`config.mk`:
```
export PLATFORM = sky130hd
export DESIGN_NAME = version_store
export DESIGN_NICKNAME = d
export VERILOG_FILES = /design/src/rtl/version_store.sv
export SDC_FILE = /design/constraint.sdc
export NUM_CORES = 1
export LEC_CHECK = 0
export ABC_AREA = 1
export CELL_PAD_IN_SITES_DETAIL_PLACEMENT = 0
export CELL_PAD_IN_SITES_GLOBAL_PLACEMENT = 2
export CORE_MARGIN = 2
export CORE_UTILIZATION = 31
export DETAILED_ROUTE_END_ITERATION = 7
export PLACE_DENSITY_LB_ADDON = 0.05
export SYNTH_ARGS = -nofsm -noshare
export SYNTH_HDL_FRONTEND = slang
export SYNTH_SLANG_ARGS = --single-unit
```
`constraint.sdc`:
```
create_clock -name clk -period 6.3 [get_ports clk]
set_input_delay 1.26 -clock clk [delete_from_list [all_inputs] [get_ports clk]]
set_output_delay 1.26 -clock clk [all_outputs]
set_load 0.005 [all_outputs]
```
`src/rtl/version_store.sv`:
```
// Multi-version register file: versioned writes via valid/ready, a sequential
// GC sweep that retires stale versions, and packed tag/data buses for the router.
module version_store #(
  parameter int DATA_WIDTH    = 32,
  parameter int VERSION_WIDTH = 4,
  parameter int VERSION_NUM   = 4
) (
  input  logic                                clk,
  input  logic                                rstN,
  input  logic                                wrValid,
  output logic                                wrReady,
  input  logic [VERSION_WIDTH-1:0]            wrVersion,
  input  logic [DATA_WIDTH-1:0]               wrData,
  output logic                                wrDropped,
  input  logic                                gcStart,
  input  logic [VERSION_WIDTH-1:0]            gcVersion,
  output logic                                gcDone,
  output logic [VERSION_WIDTH*VERSION_NUM-1:0] versions,
  output logic [DATA_WIDTH*VERSION_NUM-1:0]   dataInputs,
  output logic [$clog2(VERSION_NUM):0]        count,
  output logic                                full
);

  localparam int IDX_W = $clog2(VERSION_NUM);
  localparam int CNT_W = IDX_W + 1;
  localparam logic [IDX_W-1:0] LAST_IDX = IDX_W'(VERSION_NUM - 1);
  localparam logic [CNT_W-1:0] FULL_CNT = CNT_W'(VERSION_NUM);

  typedef enum logic [1:0] {ST_IDLE, ST_COMMIT, ST_SCAN, ST_PURGE} state_t;

  state_t                   state_q, state_d;
  logic [VERSION_WIDTH-1:0] tag_q  [VERSION_NUM];
  logic [VERSION_WIDTH-1:0] tag_d  [VERSION_NUM];
  logic [DATA_WIDTH-1:0]    data_q [VERSION_NUM];
  logic [DATA_WIDTH-1:0]    data_d [VERSION_NUM];
  logic [VERSION_NUM-1:0]   valid_q, valid_d;
  logic [CNT_W-1:0]         count_q, count_d;
  logic                     full_q, full_d;
  logic                     drop_q, drop_d;
  logic [VERSION_WIDTH-1:0] lat_ver_q, lat_ver_d;
  logic [DATA_WIDTH-1:0]    lat_data_q, lat_data_d;
  logic [VERSION_WIDTH-1:0] gc_ver_q, gc_ver_d;
  logic [IDX_W-1:0]         idx_q, idx_d;
  logic [IDX_W-1:0]         keep_idx_q, keep_idx_d;
  logic                     keep_found_q, keep_found_d;

  logic                     match_found, free_found, min_seen;
  logic [IDX_W-1:0]         match_idx, free_idx, min_idx;
  logic [VERSION_WIDTH-1:0] min_tag;

  // Slot search for COMMIT: existing tag, lowest free slot, smallest valid tag.
  always_comb begin
    match_found = 1'b0;
    match_idx   = '0;
    free_found  = 1'b0;
    free_idx    = '0;
    min_seen    = 1'b0;
    min_idx     = '0;
    min_tag     = '0;
    for (int unsigned i = 0; i < VERSION_NUM; i++) begin
      if (valid_q[i] && tag_q[i] == lat_ver_q) begin
        match_found = 1'b1;
        match_idx   = IDX_W'(i);
      end
      if (!valid_q[i] && !free_found) begin
        free_found = 1'b1;
        free_idx   = IDX_W'(i);
      end
      if (valid_q[i] && (!min_seen || tag_q[i] < min_tag)) begin
        min_seen = 1'b1;
        min_tag  = tag_q[i];
        min_idx  = IDX_W'(i);
      end
    end
  end

  always_comb begin
    state_d      = state_q;
    tag_d        = tag_q;
    data_d       = data_q;
    valid_d      = valid_q;
    count_d      = count_q;
    drop_d       = 1'b0;
    lat_ver_d    = lat_ver_q;
    lat_data_d   = lat_data_q;
    gc_ver_d     = gc_ver_q;
    idx_d        = idx_q;
    keep_idx_d   = keep_idx_q;
    keep_found_d = keep_found_q;
    case (state_q)
      ST_IDLE: begin
        if (gcStart) begin
          gc_ver_d     = gcVersion;
          idx_d        = '0;
          keep_idx_d   = '0;
          keep_found_d = 1'b0;
          state_d      = ST_SCAN;
        end else if (wrValid) begin
          lat_ver_d  = wrVersion;
          lat_data_d = wrData;
          state_d    = ST_COMMIT;
        end
      end
      ST_COMMIT: begin
        state_d = ST_IDLE;
        if (lat_ver_q == '0) begin
          drop_d = 1'b1;
        end else if (match_found) begin
          data_d[match_idx] = lat_data_q;
        end else if (free_found) begin
          tag_d[free_idx]   = lat_ver_q;
          data_d[free_idx]  = lat_data_q;
          valid_d[free_idx] = 1'b1;
          count_d           = count_q + CNT_W'(1);
        end else if (min_seen && lat_ver_q > min_tag) begin
          tag_d[min_idx]  = lat_ver_q;
          data_d[min_idx] = lat_data_q;
        end else begin
          drop_d = 1'b1;
        end
      end
      ST_SCAN: begin
        if (valid_q[idx_q] && tag_q[idx_q] < gc_ver_q &&
            (!keep_found_q || tag_q[idx_q] > tag_q[keep_idx_q])) begin
          keep_found_d = 1'b1;
          keep_idx_d   = idx_q;
        end
        if (idx_q == LAST_IDX) begin
          idx_d   = '0;
          state_d = ST_PURGE;
        end else begin
          idx_d = idx_q + IDX_W'(1);
        end
      end
      ST_PURGE: begin
        if (valid_q[idx_q] && tag_q[idx_q] < gc_ver_q &&
            !(keep_found_q && idx_q == keep_idx_q)) begin
          valid_d[idx_q] = 1'b0;
          tag_d[idx_q]   = '0;
          count_d        = count_q - CNT_W'(1);
        end
        if (idx_q == LAST_IDX) begin
          idx_d   = '0;
          state_d = ST_IDLE;
        end else begin
          idx_d = idx_q + IDX_W'(1);
        end
      end
      default: state_d = ST_IDLE;
    endcase
    full_d = (count_d == FULL_CNT);
  end

  always_ff @(posedge clk or negedge rstN) begin
    if (!rstN) begin
      state_q      <= ST_IDLE;
      for (int unsigned i = 0; i < VERSION_NUM; i++) begin
        tag_q[i]  <= '0;
        data_q[i] <= '0;
      end
      valid_q      <= '0;
      count_q      <= '0;
      full_q       <= 1'b0;
      drop_q       <= 1'b0;
      lat_ver_q    <= '0;
      lat_data_q   <= '0;
      gc_ver_q     <= '0;
      idx_q        <= '0;
      keep_idx_q   <= '0;
      keep_found_q <= 1'b0;
    end else begin
      state_q      <= state_d;
      tag_q        <= tag_d;
      data_q       <= data_d;
      valid_q      <= valid_d;
      count_q      <= count_d;
      full_q       <= full_d;
      drop_q       <= drop_d;
      lat_ver_q    <= lat_ver_d;
      lat_data_q   <= lat_data_d;
      gc_ver_q     <= gc_ver_d;
      idx_q        <= idx_d;
      keep_idx_q   <= keep_idx_d;
      keep_found_q <= keep_found_d;
    end
  end

  always_comb begin
    versions   = '0;
    dataInputs = '0;
    for (int unsigned i = 0; i < VERSION_NUM; i++) begin
      versions[i*VERSION_WIDTH +: VERSION_WIDTH] = tag_q[i];
      dataInputs[i*DATA_WIDTH +: DATA_WIDTH]     = data_q[i];
    end
  end

  assign wrReady   = (state_q == ST_IDLE) && !gcStart;
  assign gcDone    = (state_q == ST_PURGE) && (idx_q == LAST_IDX);
  assign wrDropped = drop_q;
  assign count     = count_q;
  assign full      = full_q;

endmodule
```
==> results.py, run 1 <==
metrics = {
    "yosys": {
        "synth_edf_count": 0,
        "yosys.cell_types.count": 51,
        "synth_nets": 1181,
        "synth_top_area_share_pct": 51.33,
        "avgSynthCellArea_um2": 8.776,
        "syn_area_mm2": 0.009751,
        "post-synth-top-area-cell": "dfrtp_1",
        "synth_seq_cells": 200,
        "async_reset_ff_share_pct": 100.0,
        "synthTopCellsByCount": "nand2_1 (327), dfrtp_1 (200), inv_1 (91)",
        "ys_warn_count": 0,
        "ys_seq_area_share_pct": 51.33,
        "synth_area_leaders": "dfrtp_1 (51%), nand2_1 (13%), o21ai_2 (6.5%)",
        "synth_cells": 1111,
        "ys_dominant_reg_cell": "dfrtp_1",
        "yosys.cell_count.top_type": "nand2_1",
    },
    "place": {
        "io_buffers": 194,
        "hpwlAfterDp_um": 21730,
        "placedCellCount": 1663,
        "postPlaceCellArea_mm2": 0.01202,
        "gp_congestion": 0.8290,
    },
    "route": {
        "avgViaCountPerCell": 4.782,
        "dr.pass1.iters": 6,
        "antenna_left": 0,
        "wl_per_cell_um": 18.74,
        "routed_wirelength_um": 31810,
        "drt_iter0_markers": 554,
        "drcViolationCount": 0,
        "via_count": 8115,
    },
    "global_route": {
        "grtUsageTotal_pct": 19.53,
        "grt_overflow_total": 0,
        "grt_pass1_wl_um": 49670,
        "grt_pass1_vias": 8092,
        "antenna_found_initial": 0,
        "grt_max_degree": 123,
    },
    "worst_setup_path": {
        "critPathKind": "register to register",
        "critical_path.most_common_cell": "nand2_1",
        "critPathMaxFanout": 64,
        "cpPeakStageDelay_ns": 0.51,
        "arrival_ns": 5.99,
        "crit_start": "valid_q[0]",
        "required_ns": 6.60,
        "critPathSlowestCell": "dfrtp_2",
        "endpoint_kind": "register",
        "reg2reg_from": "valid_q[0]",
        "cp-start-kind": "register",
    },
    "die": {
        "placementRows": 64,
        "core_mm2": 0.03075,
        "ios": 195,
        "die_area_mm2": 0.03289,
        "die_w_um": 181.4,
        "die_h_um": 181.4,
        "initial_core_util_pct": 31.71,
    },
    "status": {
        "status": "completed",
    },
    "sta": {
        "rsz0062_at_grt": "no",
        "tns_ns": 0,
        "fin_crit_ns": 5.683,
        "hold_viol": 0,
        "fin_crit_sh_pct": 90.21,
        "slew_viol_final": 0,
        "fmax_mhz": 175.9,
        "finClkSkew_ns": 0.01841,
        "max_slew_margin_pct": 30.02,
        "setup_viol": 0,
        "tightest_slew_ns": 1.040,
    },
    "cts": {
        "cts.clk_slew.worst_paths_ns": 0.08,
        "clock_path_buffers": 2,
        "clock-root-buffer": "clkbuf_16",
        "cts_tree": "yes",
        "numCtsBuffers": 17,
        "cts_sinks": 200,
        "insertion_delay_ns": 0.44,
        "ctsHtreeMaxLevel": 4,
    },
    "power": {
        "ir_worst_vdd_v": 0.0002246,
        "power_leakage_nw": 5.996,
        "power_density_mw_per_mm2": 509.0,
    },
    "final_layout": {
        "fill_cells": 3149,
        "syn2layout_area_growth_pct": 29.77,
        "drive_gt1_share_pct": 11.91,
        "nets": 1358,
        "design_area_mm2": 0.01265,
        "diodes": 0,
        "postLayoutCoreUtil_pct": 41.15,
        "stdcell_count": 1697,
    },
    "min_path": {
        "hold_class": "register to register",
        "min-delay-start": "dataInputs[31]",
    },
    "run": {
        "cap_violations": 0,
    },
}
==> layer usage <==
metal | part of all wire [%] | track usage [%] | vias up
li1 | - | - | 4017
met1 | 48 | 27.03 | 3878
met2 | 45 | 30.77 | 200
met3 | 6.3 | 5.362 | 20
met4 | 0.91 | 3.740 | 0
met5 | 0 | 0 | -
==> cell families (layout without fill, tap and decap cells) <==
logic type / after synthesis / count (layout) / share of synthesized area (%)
xor gates and xnor gates: 3 / 3 / 0.2695
and+or+nand+nor: 482 / 483 / 20.90
DFF: 200 / 200 / 51.33
adders and majority gates: 26 / 26 / 3.336
buffers and inverters: 149 / 338 / 7.212
AOI/OAI and AO/OA: 251 / 251 / 16.95
==> worst max-delay path, delay by kind of cell, from the launching register on <==
family	cells	cell delay [ns]
adder cells (fa/ha/maj)	4	1.23
AO/OA/AOI/OAI	8	1.49
AND/OR/NAND/NOR	23	1.96
buffers and inverters	2	0.30
flip-flops	1	0.51
==> metrics by stage <==
stage          setup WS (ns)  power [mW]  hold WS [ns]
2_1_floorplan          1.383       3.841        0.4422
3_3_place_gp          0.4855       5.361        0.4562
3_5_place_dp          0.4143       5.358        0.4578
4_1_cts               0.3800       6.520        0.4774
5_1_grt              0.07769       6.988        0.4980
6_report              0.6165       6.440        0.4711
==> flip-flops by register name, indices dropped and copies added (netlist names), 2 cells and up <==
register / cells
dataInputs: 128
lat_data_q: 32
versions: 16
gc_ver_q: 4
lat_ver_q: 4
valid_q: 4
count: 3
idx_q: 2
keep_idx_q: 2
state_q: 2
==> placed cells by master, fill, tap and decap left out, types with 3 or more instances in the layout <==
master and instances:
nand2_1 326, dfrtp_1 199, clkdlybuf4s50_1 193, inv_1 91, a21oi_1 76, nor2_1 75, o21ai_2 72, o21ai_0 37
nand4_1 36, o21ai_1 28, ha_1 26, clkbuf_16 17, nand3_1 14, nand2_2 12, buf_4 11, o22ai_1 8
nand2_4 5, inv_2 5, clkinv_8 5, o32ai_1 4, buf_12 4, o211ai_1 3, a22oi_1 3, a31oi_1 3
inv_8 3
==> path summary, 6_finish.rpt <==
check / to / slack (ns) / depth (start not counted)
max in group asynchronous: dataInputs[64] / 4.37 / 2
setup reg to reg: dataInputs[65] / 0.62 / 37
hold / removal: dataInputs[31] / 0.47 / 2
hold reg to reg: dataInputs[31] / 0.47 / 2
min in group asynchronous: keep_idx_q[1] / 0.82 / 1
setup / recovery: dataInputs[65] / 0.62 / 37
==> report_power, final <==
group / switching (mW) / internal [mW] / total [mW]
logic: 1.60 / 1.39 / 2.99
clock network: 0.575 / 0.550 / 1.12
registers: 0.497 / 1.82 / 2.32
total: 2.68 / 3.76 / 6.44
==> layout make-up <==
cell class              instances  area, um2  share of cell area (%)
clock inverters                14      170.2                   1.345
flip-flops and latches        200       5006                   39.56
inverters                      97      364.1                   2.877
well taps                     396      495.5                   3.916
repair buffers                209       2108                   16.66
clock buffers                  18      439.2                   3.471
multi-input cells             763       4070                   32.17
==> repair_timing <==
action                     4_1_cts  5_1_grt
hold buffers                     0        0
resized for setup                0        3
setup endpoints to repair        0      131
setup buffers                    0        1
Power figures use the tool's default switching activity.
==> run 2, diff against run 1 <==
Settings changed: PLACE_DENSITY_LB_ADDON 0.05 to 0.1, SLEW_MARGIN set to 10.
==> run 2 against run 1 <==
Against the previous run:
- final cell count rose by 0.29%
- non-clock buffer count rose by 5
- routed wire length barely moved
- highest routed layer is now met5
- via count rose by 0.76%
- sequential share of layout area fell by 0.084 points
- first-iteration DRC count fell by 2.3%
- clock power barely moved
- die area did not move
- critical path depth fell by 4
- clock-buffer cell count rose by 1
- flip-flop and latch count did not move
- clock skew barely moved
==> results.py, run 2 (synthesized netlist as in run 1, its figures left out) <==
metrics = {
    "route": {
        "dr.pass1.iters": 5,
        "via_count": 8177,
        "drt_iter0_markers": 541,
        "avgViaCountPerCell": 4.804,
        "wl_per_cell_um": 18.70,
        "m1WireLength_um": 14690,
        "top_layer": "met5",
        "drcViolationCount": 0,
        "routed_wirelength_um": 31820,
        "wl_met2_um": 14710,
        "antenna_left": 0,
        "dr_wl_met3_um": 2106,
    },
    "global_route": {
        "antenna_found_initial": 1,
        "grt_pass1_vias": 8421,
        "grtUsageTotal_pct": 19.89,
        "grt_max_degree": 104,
        "grt_overflow_total": 0,
        "grt_pass1_wl_um": 50450,
    },
    "cts": {
        "clock_path_buffers": 2,
        "postCtsHoldBufs": 0,
        "cts_tree": "yes",
        "numCtsBuffers": 17,
        "insertion_delay_ns": 0.44,
        "ctsHtreeMaxLevel": 4,
        "cts.clk_slew.worst_paths_ns": 0.08,
        "clock-root-buffer": "clkbuf_16",
        "cts_sinks": 200,
    },
    "sta": {
        "fin_crit_sh_pct": 88.63,
        "fin_crit_ns": 5.584,
        "hold_slack_ns": 0.4742,
        "finClkSkew_ns": 0.01826,
        "slew_viol_final": 0,
        "setup_viol": 0,
        "tns_ns": 0,
        "rsz0062_at_grt": "no",
        "finalWorstSetupSlack_ns": 0.7164,
        "max_slew_margin_pct": 30.49,
        "fmax_mhz": 179.1,
        "tightest_slew_ns": 1.033,
        "hold_viol": 0,
    },
    "worst_setup_path": {
        "required_ns": 6.62,
        "critPathSlowestCell": "dfrtp_1",
        "critical_path.most_common_cell": "nand2_1",
        "cpLargestDelayFamily": "simple AND/OR/NAND/NOR gates",
        "cpPeakStageDelay_ns": 0.47,
        "reg2reg_to": "dataInputs[45]",
        "ff2ff_path_depth": 33,
        "critPathBufInv": 2,
        "critPathMaxFanout": 40,
        "cp_num_cells": 33,
        "critPathKind": "register to register",
        "cp-start-kind": "register",
        "endpoint": "dataInputs[45]",
        "r2r_slack_ns": 0.72,
        "reg2reg_from": "valid_q[0]",
        "arrival_ns": 5.90,
        "endpoint_kind": "register",
        "crit_start": "valid_q[0]",
    },
    "die": {
        "initial_core_util_pct": 31.71,
        "core_mm2": 0.03075,
        "die_h_um": 181.4,
        "ios": 195,
        "die_w_um": 181.4,
        "placementRows": 64,
        "die_area_mm2": 0.03289,
    },
    "power": {
        "power_density_mw_per_mm2": 509.0,
        "power_switching_mw": 2.676,
        "comb_power_share_pct": 47.0,
        "ir_worst_vdd_v": 0.0001701,
        "power_leakage_nw": 6.013,
        "p_seq_share_pct": 35.5,
        "p_int_mw": 3.776,
        "swShare_pct": 41.47,
        "power.total_mw": 6.452,
        "clkPwrFrac_pct": 17.5,
    },
    "min_path": {
        "min_path_cells": 2,
        "hold_class": "register to register",
    },
    "final_layout": {
        "final_cell_mix": "nand2_1 (326), dfrtp_1 (200), clkdlybuf4s50_1 (193)",
        "layout_commonest_cell": "nand2_1",
        "drive_gt1_share_pct": 12.02,
        "nets": 1363,
        "diodes": 0,
        "syn2layout_area_growth_pct": 30.01,
        "fill_cells": 3154,
        "postLayoutCoreUtil_pct": 41.23,
        "largest_reg_flops": 128,
    },
    "place": {
        "post-place-ws_ns": 0.5418,
        "gp_congestion": 0.8301,
        "io_buffers": 194,
        "hpwlAfterDp_um": 22220,
    },
    "run": {
        "cap_violations": 0,
    },
    "status": {
        "status": "completed",
    },
}
-- run 2: cell types whose count changed in the layout (fill, tap and decap cells not counted), sizes merged --
cell      previous run  this run
buf                 15        20
clkbuf              19        20
clkinv               8         7
clkinvlp             1         0
inv                102       103
nand2              343       344
nand4               38        37
-- run 2: worst register-to-register path, delay by kind of cell, from the launching register on --
family	cells	cell delay (ns)
adders and majority gates	4	1.22
buffers and inverters	2	0.34
AOI/OAI and AO/OA	10	1.67
and+or+nand+nor	17	1.76
DFF	1	0.47
-- run 2: per-stage QoR --
stage,cell area [um2],instances
floorplan,9751,1111
global placement,12060,1669
detailed placement,12060,1669
CTS,12660,1701
global route,12680,1702
finish,12680,1702
-- run 2: how the worst min path moves through the flow --
| stage | start | endpoint | slack, ns |
|---|---|---|---|
| 6_report | dataInputs[1] | dataInputs[1] | 0.47 |
| 3_3_place_gp | dataInputs[20] | dataInputs[20] | 0.45 |
| 4_1_cts | dataInputs[2] | dataInputs[2] | 0.48 |
| 3_5_place_dp | dataInputs[2] | dataInputs[2] | 0.46 |
| 5_1_grt | dataInputs[20] | dataInputs[20] | 0.50 |
| 2_1_floorplan | gc_ver_q[0] | gc_ver_q[0] | 0.44 |
-- run 2: power groups by stage --
stage                     Combinational [mW]  Sequential [mW]  Clock (mW)
after detailed placement                3.06             2.32           0
final                                   3.03             2.29        1.13
after global placement                  3.05             2.32           0
after CTS                               3.07             2.30        1.16
after floorplan                         1.63             2.21           0
after global routing                    3.44             2.38        1.22
-- run 2: final cells by class --
| class | count | area, um2 | area share, % |
|---|---|---|---|
| clock buffers | 19 | 442.9 | 3.494 |
| well taps | 396 | 495.5 | 3.908 |
| flip-flops and latches | 200 | 5005 | 39.48 |
| multi-input cells | 763 | 4070 | 32.11 |
| repair buffers | 214 | 2146 | 16.93 |
| clock inverters | 13 | 153.9 | 1.214 |
| inverters | 97 | 364.1 | 2.872 |
-- run 2: metal layers --
metal	vias up	GRT usage (%)
li1	4033	-
met1	3930	26.85
met2	190	31.91
met3	22	6.027
met4	2	3.415
met5	-	0
-- run 2: timing repair --
| action | 4_1_cts | 5_1_grt |
|---|---|---|
| endpoints found under the hold margin | 0 | 0 |
| setup endpoints to repair | 0 | 77 |
| gates resized for setup | 0 | 6 |
| setup buffers | 0 | 0 |
==> run 3, diff against run 2 <==
Settings changed: SKIP_CTS_REPAIR_TIMING set to 1.
==> results of run 3 <==
No change in the layout: final DEF, timing and power equal those of run 2.
==> patch: new RTL, flow settings as in run 2 <==
`VERSION_NUM`: 4 -> 2.
--- a/src/rtl/version_store.sv
+++ b/src/rtl/version_store.sv
@@ -3,7 +3,7 @@
 module version_store #(
   parameter int DATA_WIDTH    = 32,
   parameter int VERSION_WIDTH = 4,
-  parameter int VERSION_NUM   = 4
+  parameter int VERSION_NUM   = 2
 ) (
   input  logic                                clk,
   input  logic                                rstN,
Interface: changed (resized count, dataInputs and versions); port bits go from 195 to 122. The function was not compared with the original's and may differ.
==> patch against run 2 <==
- wire length fell by 47%
- count of clock-buffer cells in the layout rose by 1
- total power fell by 26%
- first-iteration DRC count fell by 51%
- clock skew fell by 9.7 ps
- design area fell by 38%
- synthesized area fell by 40%
- hold slack got worse by 5.0 ps
- sequential cell count fell by 77
- maximum frequency rose by 26%
- worst setup slack improved by 1200 ps
- synthesized cell count fell by 41%
- combinational power fell by 25%
- critical path type unchanged
==> patch: results (changes against run 2) <==
- Status: completed
- Switching power: 0.002046 W (-24%)
- Largest net degree at the start of global routing: 71 (-32%)
- Clock Pin Slew Worst Setup and Hold Paths: 60 ps (-20 ps)
- Final hold slack: 469.1 ps (-5.013 ps)
- Layout cell share with drive strength beyond 1: 0.1189 (-0.001351)
- Clock latency on the worst-skew pair: 420 ps (-20 ps)
- DRT iter0 DRCs: 263 (-51%)
- Post-synthesis cell type count: 32 (-37%)
- IR drop worst, VDD: 0.2358 mV (+39%)
- Post-layout nets: 819 (-40%)
- Slowest-stage cell, CP: nand3_2
- Slew margin rel.: 0.4112 (+0.1063)
- Hold Startpoint: dataInputs[38]$_DFFE_PN0P_
- Dpl ws: 1824 ps (+1283 ps)
- Post-Place Cell Area: 7222 sq um (-40%)
- Clock group: 0.000985 W (-13%)
- Routability cong.: 0.8678 (+4.5%)
- Vias: 4855 (-41%)
- Routed wire length per instance: 16.62 um (-11%)
- Gr usage total: 0.1748 (-0.02405)
- Ranking of synthesized cells by area: dfrtp_1 (52%), nand2_1 (14%), nand4_1 (8.3%)
- Fin cells: 1008 (-41%)
- Commonest cells in the netlist: nand2_1 (223), dfrtp_1 (123), nand4_1 (78)
- Final worst-path setup slack: 1883 ps (+1166 ps)
==> patch: area by class of cell <==
cell class	instances	area, sq um
clock inverter	12	138.9
inverter	47	176.4
fill	1878	10830
multi-input combinational	448	2444
tap	234	292.8
sequential	123	3078
clock buffer	20	456.7
timing repair buffer	124	1231
==> patch: logic make-up after synthesis <==
| group | Yosys count | share of synthesized area |
|---|---|---|
| and+or+nand+nor | 358 | 0.2797 |
| DFF | 123 | 0.5228 |
| buffers and inverters | 81 | 0.06334 |
| AOI/OAI and AO/OA | 41 | 0.03826 |
| muxes | 33 | 0.06312 |
| adders and majority gates | 14 | 0.02976 |
| xor gates and xnor gates | 2 | 0.002976 |
==> patch: metal layers <==
layer / share of wire / global-route usage / routed length, um / up-vias
met3: 0.051 / 0.05029 / 856 / 20
met1: 0.49 / 0.2420 / 8166 / 2337
li1: - / - / - / 2394
met2: 0.45 / 0.2616 / 7476 / 102
met4: 0.014 / 0.06211 / 242 / 2
met5: 0.00072 / 0 / 12 / -
